==> config.mk <==
export PLATFORM = sky130hd
export DESIGN_NAME = reg_bank_flat
export DESIGN_NICKNAME = d
export VERILOG_FILES = /design/src/rtl/reg_bank_if.sv /design/src/rtl/reg_bank.sv /design/src/flat_wrapper.sv
export SDC_FILE = /design/constraint.sdc
export NUM_CORES = 1
export LEC_CHECK = 0
export ABC_CLOCK_PERIOD_IN_PS = 1900
export BUFFER_PORTS_ARGS = -buffer_cell sky130_fd_sc_hd__buf_2
export CELL_PAD_IN_SITES_DETAIL_PLACEMENT = 0
export CELL_PAD_IN_SITES_GLOBAL_PLACEMENT = 1
export CORE_MARGIN = 5
export CORE_UTILIZATION = 49
export CTS_BUF_LIST = sky130_fd_sc_hd__clkbuf_16
export DETAILED_ROUTE_END_ITERATION = 8
export GPL_TIMING_DRIVEN = 0
export PLACE_DENSITY = 0.75
export SYNTH_ARGS = -nofsm -noshare
export SYNTH_HDL_FRONTEND = slang
export SYNTH_SLANG_ARGS = --single-unit
==> constraint.sdc <==
create_clock -name clk -period 1.9 [get_ports clk]
set_clock_uncertainty 0.05 [all_clocks]
set_input_delay 0.38 -clock clk [delete_from_list [all_inputs] [get_ports clk]]
set_output_delay 0.38 -clock clk [all_outputs]
set_load 0.03 [all_outputs]
==> src/rtl/reg_bank_if.sv <==
// -----------------------------------------------------------------------------
// reg_bank_if
//   Command/response bundle for the eight-entry register bank.
//
//   Signals:
//     rd_en   read request (sampled on the rising clock edge)
//     ra, rb  read addresses for operand A / B
//     we      write enable (sampled on the rising clock edge)
//     wa, wd  write address / write data
//     clr     start a sequenced clear of r1..r7
//     qa, qb  registered operands A / B
//     q_valid one-cycle pulse: qa/qb were loaded by a read on the last edge
//     busy    clear sequence in progress
//
//   Modports:
//     master  drives commands, observes results (datapath control / bench)
//     slave   the register bank itself
// -----------------------------------------------------------------------------
interface reg_bank_if #(
  parameter int WIDTH = 8
);
  logic             rd_en;
  logic [2:0]       ra;
  logic [2:0]       rb;
  logic             we;
  logic [2:0]       wa;
  logic [WIDTH-1:0] wd;
  logic             clr;
  logic [WIDTH-1:0] qa;
  logic [WIDTH-1:0] qb;
  logic             q_valid;
  logic             busy;

  modport master (
    output rd_en, ra, rb, we, wa, wd, clr,
    input  qa, qb, q_valid, busy
  );

  modport slave (
    input  rd_en, ra, rb, we, wa, wd, clr,
    output qa, qb, q_valid, busy
  );
endinterface

==> src/rtl/reg_bank.sv <==
// -----------------------------------------------------------------------------
// reg_bank
//   Eight-entry general-purpose register bank. r0 reads as zero and ignores
//   writes. A read request loads two registered operands (qa/qb) with
//   write-through bypass from a write on the same edge. A clr command walks a
//   pointer through r1..r7, zeroing one register per cycle while busy is high.
//
//   Ports:
//     clk    rising-edge clock
//     rst_n  asynchronous active-low reset; zeroes the bank and all outputs
//     bus    reg_bank_if.slave (rd_en, ra, rb, we, wa, wd, clr -> qa, qb,
//            q_valid, busy)
// -----------------------------------------------------------------------------
module reg_bank #(
  parameter int WIDTH = 8
) (
  input  logic       clk,
  input  logic       rst_n,
  reg_bank_if.slave  bus
);

  typedef enum logic {
    IDLE  = 1'b0,
    CLEAR = 1'b1
  } state_t;

  state_t           state_q;
  state_t           state_d;
  logic [2:0]       cp_q;
  logic [2:0]       cp_d;

  // Entry 0 exists only so the array indexes cleanly with a 3-bit address;
  // it is reset to zero and never written.
  logic [WIDTH-1:0] bank [0:7];

  logic             wr_en;
  logic             clr_en;
  logic             vld_p0;
  logic [WIDTH-1:0] qa_p0;
  logic [WIDTH-1:0] qb_p0;

  logic             vld_p1;
  logic [WIDTH-1:0] qa_p1;
  logic [WIDTH-1:0] qb_p1;

  // Operand value seen by a read on this edge: zero for r0, the incoming write
  // data when the same edge writes that register, otherwise the stored value.
  function automatic logic [WIDTH-1:0] operand(
    input logic [2:0]       addr,
    input logic             byp_en,
    input logic [2:0]       byp_addr,
    input logic [WIDTH-1:0] byp_data,
    input logic [WIDTH-1:0] stored
  );
    logic [WIDTH-1:0] v;
    if (addr == 3'd0)
      v = '0;
    else if (byp_en && (byp_addr == addr))
      v = byp_data;
    else
      v = stored;
    return v;
  endfunction

  // ---- stage p0: command decode, next state, operand selection ----
  always_comb begin
    state_d = state_q;
    cp_d    = cp_q;
    wr_en   = 1'b0;
    clr_en  = 1'b0;
    vld_p0  = 1'b0;
    case (state_q)
      IDLE: begin
        // A read on the clr edge still completes against pre-clear contents;
        // a write on that edge is dropped, so it cannot bypass either.
        vld_p0 = bus.rd_en;
        if (bus.clr) begin
          state_d = CLEAR;
          cp_d    = 3'd1;
        end else begin
          wr_en = bus.we && (bus.wa != 3'd0);
        end
      end
      CLEAR: begin
        clr_en = 1'b1;
        // cp stops at 7 rather than wrapping; it is only meaningful in CLEAR.
        if (cp_q == 3'd7)
          state_d = IDLE;
        else
          cp_d = cp_q + 3'd1;
      end
      default: begin
        state_d = IDLE;
        cp_d    = 3'd0;
      end
    endcase
    qa_p0 = operand(bus.ra, wr_en, bus.wa, bus.wd, bank[bus.ra]);
    qb_p0 = operand(bus.rb, wr_en, bus.wa, bus.wd, bank[bus.rb]);
  end

  always_ff @(posedge clk or negedge rst_n) begin
    if (!rst_n) begin
      state_q <= IDLE;
      cp_q    <= 3'd0;
    end else begin
      state_q <= state_d;
      cp_q    <= cp_d;
    end
  end

  // Clearing takes priority, but wr_en is already low whenever clr_en is high.
  always_ff @(posedge clk or negedge rst_n) begin
    if (!rst_n) begin
      for (int i = 0; i < 8; i++)
        bank[i] <= '0;
    end else if (clr_en) begin
      bank[cp_q] <= '0;
    end else if (wr_en) begin
      bank[bus.wa] <= bus.wd;
    end
  end

  // ---- stage p1: registered operands ----
  always_ff @(posedge clk or negedge rst_n) begin
    if (!rst_n) begin
      vld_p1 <= 1'b0;
      qa_p1  <= '0;
      qb_p1  <= '0;
    end else begin
      vld_p1 <= vld_p0;
      if (vld_p0) begin
        qa_p1 <= qa_p0;
        qb_p1 <= qb_p0;
      end
    end
  end

  assign bus.qa      = qa_p1;
  assign bus.qb      = qb_p1;
  assign bus.q_valid = vld_p1;
  // busy is the state register itself, so it drops with the async reset.
  assign bus.busy    = (state_q == CLEAR);

endmodule

==> src/flat_wrapper.sv <==
// flat-port wrapper written by rule: the top's interface ports become plain ports
module reg_bank_flat 
#(
  parameter int WIDTH = 8
)
  (clk, rst_n, bus_rd_en, bus_ra, bus_rb, bus_we, bus_wa, bus_wd, bus_clr, bus_qa, bus_qb, bus_q_valid, bus_busy);
  reg_bank_if #(.WIDTH(WIDTH)) bus_i ();
  input  logic clk;
  input  logic rst_n;
  input wire logic [$bits(bus_i.rd_en)-1:0] bus_rd_en;
  input wire logic [$bits(bus_i.ra)-1:0] bus_ra;
  input wire logic [$bits(bus_i.rb)-1:0] bus_rb;
  input wire logic [$bits(bus_i.we)-1:0] bus_we;
  input wire logic [$bits(bus_i.wa)-1:0] bus_wa;
  input wire logic [$bits(bus_i.wd)-1:0] bus_wd;
  input wire logic [$bits(bus_i.clr)-1:0] bus_clr;
  output wire logic [$bits(bus_i.qa)-1:0] bus_qa;
  output wire logic [$bits(bus_i.qb)-1:0] bus_qb;
  output wire logic [$bits(bus_i.q_valid)-1:0] bus_q_valid;
  output wire logic [$bits(bus_i.busy)-1:0] bus_busy;
  assign bus_i.rd_en = bus_rd_en;
  assign bus_i.ra = bus_ra;
  assign bus_i.rb = bus_rb;
  assign bus_i.we = bus_we;
  assign bus_i.wa = bus_wa;
  assign bus_i.wd = bus_wd;
  assign bus_i.clr = bus_clr;
  assign bus_qa = bus_i.qa;
  assign bus_qb = bus_i.qb;
  assign bus_q_valid = bus_i.q_valid;
  assign bus_busy = bus_i.busy;
  reg_bank #(.WIDTH(WIDTH)) u_core (.clk(clk), .rst_n(rst_n), .bus(bus_i));
endmodule
# Yosys cells after proc, flatten, opt, wreduce, memory -nomap -nowiden
# Index checks and enable logic that the tools add are counted.
# op_classes
add_sub_neg	1
n_eq_ne	5
magnitude_cmp	6
n_reduce_logical	10
bitwise_logic	7
muxes	27
# ops
operator	n
two-way mux 64 bit	2
two-way mux 8 bit	10
bitwise AND 64 bit	1
bitwise mux 64 bit	1
NOT 64 bit	1
binary-select mux 8 bit (select 3 bit)	2
demux 8 bit (select 3 bit)	2
>= comparator 4 bit, second input constant	4
NOT 3 -> 4 bit	4
< comparator 4 x 1 -> 1 bit, second input constant	2
equality test 3 bit	2
zero test 3 bit	2
two-way mux 1 bit	6
two-way mux 3 bit	2
one-hot mux 3 bit (2 select lines)	1
logical AND 1 bit	5
!= test 2 bit, second input constant	2
adder 3 x 1 -> 3 bit, second input constant	1
equality test 3 bit, second input constant	1
nonzero test 3 bit	1
one-hot mux 1 bit (2 select lines)	1
AND reduction 2 bit	1
nonzero test 2 bit	1
NOT 1 bit	1
# word_totals
out_inout_bits	18
register_bits	85
word_cells	69
inputBits	22

# Depth between registers and ports, before layout
# logic_depth
word_depth	8
depth_mapped	6
depth_no_buf	5

# Least setup slack after synthesis
# Ideal clock, no wire load.
# synth_path
path_kind	reg2reg
from	register u_core.state_q (netlist: u_core.bus.busy)
to	register u_core.qa_p1[0] (netlist: u_core.bus.qa[0])
slack_ps	188
setup_ps	90
arrival_time_ps	1571
path_buffers	2
path_stages_with_launch	7
period_less_slack_ps	1712
required_ps	1760
path_cell_list	dfrtp_1 -> buf_2 -> nand2b_1 -> buf_2 -> nor2_2 -> nand3_1 -> o221ai_1
# synth_between
elab_chain_cells	4
word_cells_on_any_way	5
classes_between	mux: 4; reduce/logical: 1
# synth_rtl
element	line	text
start: declaration	reg_bank.sv:27	state_t state_q;
start signal: assignment	reg_bank.sv:106	state_q <= state_d;
two-way mux 1 bit	reg_bank.sv:72	case (state_q)
logical AND 1 bit	reg_bank.sv:58	else if (byp_en && (byp_addr == addr))
two-way mux 8 bit	reg_bank.sv:58	
two-way mux 8 bit	reg_bank.sv:56	if (addr == 3'd0)
end signal: assignment	reg_bank.sv:132	qa_p1 <= qa_p0;
end: declaration	reg_bank.sv:43	logic [WIDTH-1:0] qa_p1;
# Parallel ways exist; a longest one is shown, timed or not.
# A chain may end at the register's enable or synchronous reset.

# Final worst setup path
# layout_path
from	register u_core.state_q (netlist: u_core.bus.busy)
to	register u_core.bank[2] in the netlist's numbering
# layout_between
elab_chain_cells	2
word_cells_on_any_way	4
classes_between	mux: 3; reduce/logical: 1
# layout_rtl
element	line	text
two-way mux 1 bit	reg_bank.sv:72	
two-way mux 64 bit or nonzero test 2 bit (tied branches)	--	
end signal: indexed assignment	reg_bank.sv:119	bank[bus.wa] <= bus.wd;
end: declaration	reg_bank.sv:34	logic [WIDTH-1:0] bank [0:7];
# Parallel ways exist; a longest one is shown, timed or not.

==> impl_metrics.py <==
metrics = {
    "run_status": {
        "status": "finished clean",
    },
    "flow_run": {
        "drv_cap": 0,
    },
    "timing": {
        "tightest_slew_ns": 0.5810,
        "slew_headroom": 0.6122,
        "slew_viol_final": 0,
        "holdWs_ns": 0.2916,
        "fin_crit_ns": 1.819,
        "hold_violations": 0,
        "post-route-period-util": 0.9571,
        "rsz0062_at_grt": "false",
        "final-setup-viol-count": 0,
        "max_freq_mhz": 549.9,
        "setup_ws_ns": 0.08150,
    },
    "finish": {
        "nets": 393,
        "area_growth_pct": 14.72,
        "drive_above_1_share": 0.3209,
        "fill_cells": 707,
        "diodes": 0,
    },
    "hold_path": {
        "hp-class": "input port to flop",
    },
    "floorplan": {
        "fp-row-count": 34,
        "pin_count": 40,
        "die-area_mm2": 0.01114,
        "die_height_um": 105.5,
        "dieWidth_um": 105.5,
        "initial_core_util": 0.5078,
        "core-area_mm2": 0.008806,
    },
    "detailed_routing": {
        "first_iter_violations": 195,
        "wire_per_inst_um": 23.61,
        "drc_errors": 0,
        "drt_first_pass_iters": 6,
        "vias": 3127,
        "postRouteAntennaNets": 0,
        "routed_wl_um": 11380,
        "via_per_inst": 6.488,
    },
    "setup_path": {
        "path_max_fanout": 9,
        "crit_family": "simple AND/OR/NAND/NOR gates",
        "required_ns": 2.08,
        "max_stage_delay_ns": 0.47,
        "rrSetupSlack_ns": 0.08,
        "crit_type": "flop to flop",
        "crit_arrival_ns": 1.99,
        "path_cells": "nand2b_1, buf_2, nor2_2, a41oi_2, a22o_1",
        "cp-end-kind": "flop",
        "critPathLaunchType": "flop",
        "cpMaxStageDelayCell": "nor2_2",
        "cp_num_buf_inv": 1,
    },
    "cts": {
        "cts_tree": "yes",
        "cts_sinks": 85,
        "clk-insertion-delay-late_ns": 0.35,
        "htreeDepth": 3,
        "clkTransAtPathRegs_ns": 0.07,
        "clockBufferDepth": 2,
        "cts_buffers": 9,
        "cts-root-buf": "clkbuf_16",
    },
    "placed_design": {
        "gp_congestion": 0.8140,
        "dp_slack_ns": -0.2121,
        "port_buffers": 24,
        "dp_hpwl_um": 7973,
    },
    "global_route": {
        "antenna_found_initial": 0,
        "grt_pass1_vias": 3190,
        "track_usage": 0.2140,
        "grt_pass1_wl_um": 18220,
        "grt_max_degree": 49,
        "overflow": 0,
    },
    "synth": {
        "synth_top_area_share": 0.4757,
        "synth_fp_nets": 354,
        "async_reset_ff_frac": 1.000,
        "syn_inst": 330,
        "synthDistinctLibCells": 40,
        "syn-cell-area_mm2": 0.004472,
        "synth_edf_count": 0,
        "yosys-top-cells-area": "dfrtp_1 (48%), mux4_2 (16%), a22o_1 (11%)",
        "synth_top_area_cell": "dfrtp_1",
        "postSynthAreaPerCell_um2": 13.55,
        "ys.flop_type": "dfrtp_1",
        "yosysWarnings": 0,
        "ys_ff_latch": 85,
        "seq_area_frac_synth": 0.4757,
    },
    "power": {
        "internal_power_mw": 3.774,
        "pwr-share-clk": 0.328,
        "power.share.sequential": 0.403,
        "peakVddDrop_v": 0.0005784,
        "p_leak_nw": 2.299,
        "power.total_mw": 5.736,
        "combPwrFrac": 0.268,
        "p_per_area_mw_per_mm2": 1118,
        "p_sw_mw": 1.962,
        "switching_share": 0.3421,
    },
}
[power groups by stage]
stage	clock [mW]	combinational (mW)	sequential (mW)
2_1_floorplan	0	0.964	2.42
3_3_place_gp	0	1.48	2.32
3_5_place_dp	0	1.52	2.33
4_1_cts	1.89	1.53	2.30
5_1_grt	1.95	1.67	2.36
6_report	1.88	1.54	2.31
[registers in the layout (all words and copies together), names as in the netlist]
register	count
u_core.bus.busy	1
u_core.bus.qb	8
u_core.cp_q	3
u_core.bus.qa	8
u_core.bank	64
u_core.bus.q_valid	1
[kinds of logic (layout without fill, tap and decap cells)]
logic type                 after synthesis  count (layout)  synth area share
xor gates and xnor gates                 7               7           0.01371
AOI/OAI and AO/OA                       89              89            0.1715
muxes                                   50              50            0.2026
DFF                                     85              85            0.4757
adders and majority gates                2               2          0.005595
and+or+nand+nor                         63              63           0.09065
buffers and inverters                   34              78           0.04029
[per-layer routing]
| layer | vias to the layer above | GRT usage | part of all wire |
|---|---|---|---|
| li1 | 1386 | - | - |
| met1 | 1609 | 0.3278 | 0.47 |
| met2 | 120 | 0.3201 | 0.46 |
| met3 | 12 | 0.03423 | 0.063 |
| met4 | 0 | 0.05643 | 0.012 |
| met5 | - | 0 | 0 |
[cell usage after synthesis (5+ instances only)]
cell type	number
buf_2	9
inv_1	7
buf_1	8
a22o_1	56
mux4_2	32
xnor2_1	6
nor2b_1	11
nand2b_1	5
mux2i_1	14
nand2_1	18
dfrtp_1	85
o221ai_1	12
[worst paths after layout]
check / depth (start not counted) / to / startpoint
max: 5 / u_core.bank[2] / u_core.bus.busy
min: 2 / u_core.cp_q[1] / bus_clr
max reg2reg: 5 / u_core.bank[2] / u_core.bus.busy
min reg2reg: 2 / u_core.bus.qb[6] / u_core.bus.qb[6]
max in group asynchronous: 3 / u_core.bank[22] / rst_n
min in group asynchronous: 2 / u_core.bank[59] / rst_n
[final cells by class]
cell class / count / area, um2 / share of cell area
Buffer: 27 / 156.4 / 0.03049
Clock buffer: 9 / 225.2 / 0.04390
Clock inverter: 7 / 88.84 / 0.01732
Inverter: 7 / 26.28 / 0.005122
Multi-Input combinational cell: 211 / 2196 / 0.4280
Sequential cell: 85 / 2127 / 0.4146
Tap cell: 108 / 135.1 / 0.02634
Timing Repair Buffer: 28 / 175.2 / 0.03415
[layout by cell type, fill, tap and decap left out, types with 4 or more instances in the layout]
cell	instances
a21oi_1	4
a22o_1	56
buf_1	7
buf_2	32
buf_4	6
buf_6	4
clkbuf_16	9
dfrtp_1	85
inv_1	7
mux2_2	4
mux2i_1	14
mux4_2	32
nand2_1	18
nand2b_1	5
nor2b_1	11
nor3_1	4
o21ai_0	4
o221ai_1	12
xnor2_1	6
[timing repair]
item / 4_1_cts / 5_1_grt
buffers inserted: 2 / 0
resized for setup: 2 / 8
endpoints found under the setup margin: 28 / 34
pin swaps: 2 / 0
hold buffers: 1 / 0
cloned: 0 / 0
endpoints found under the hold margin: 37 / 0
[metrics by stage]
step	cells	util	TNS (ns)	cell area, um2
3_3_place_gp	462	0.5368	-29.56	4727
2_1_floorplan	330	-	0	4472
6_report	482	0.5826	0	5130
5_1_grt	482	0.5826	0	5130
3_5_place_dp	463	0.5402	-5.448	4757
4_1_cts	482	0.5794	0	5102
[worst register-to-register path, cell delays in order (launching register included)]
cell	delay [ns]
dfrtp_1	0.38
nand2b_1	0.13
buf_2	0.17
nor2_2	0.47
a41oi_2	0.22
a22o_1	0.29
(Power assumes the default switching activity.)
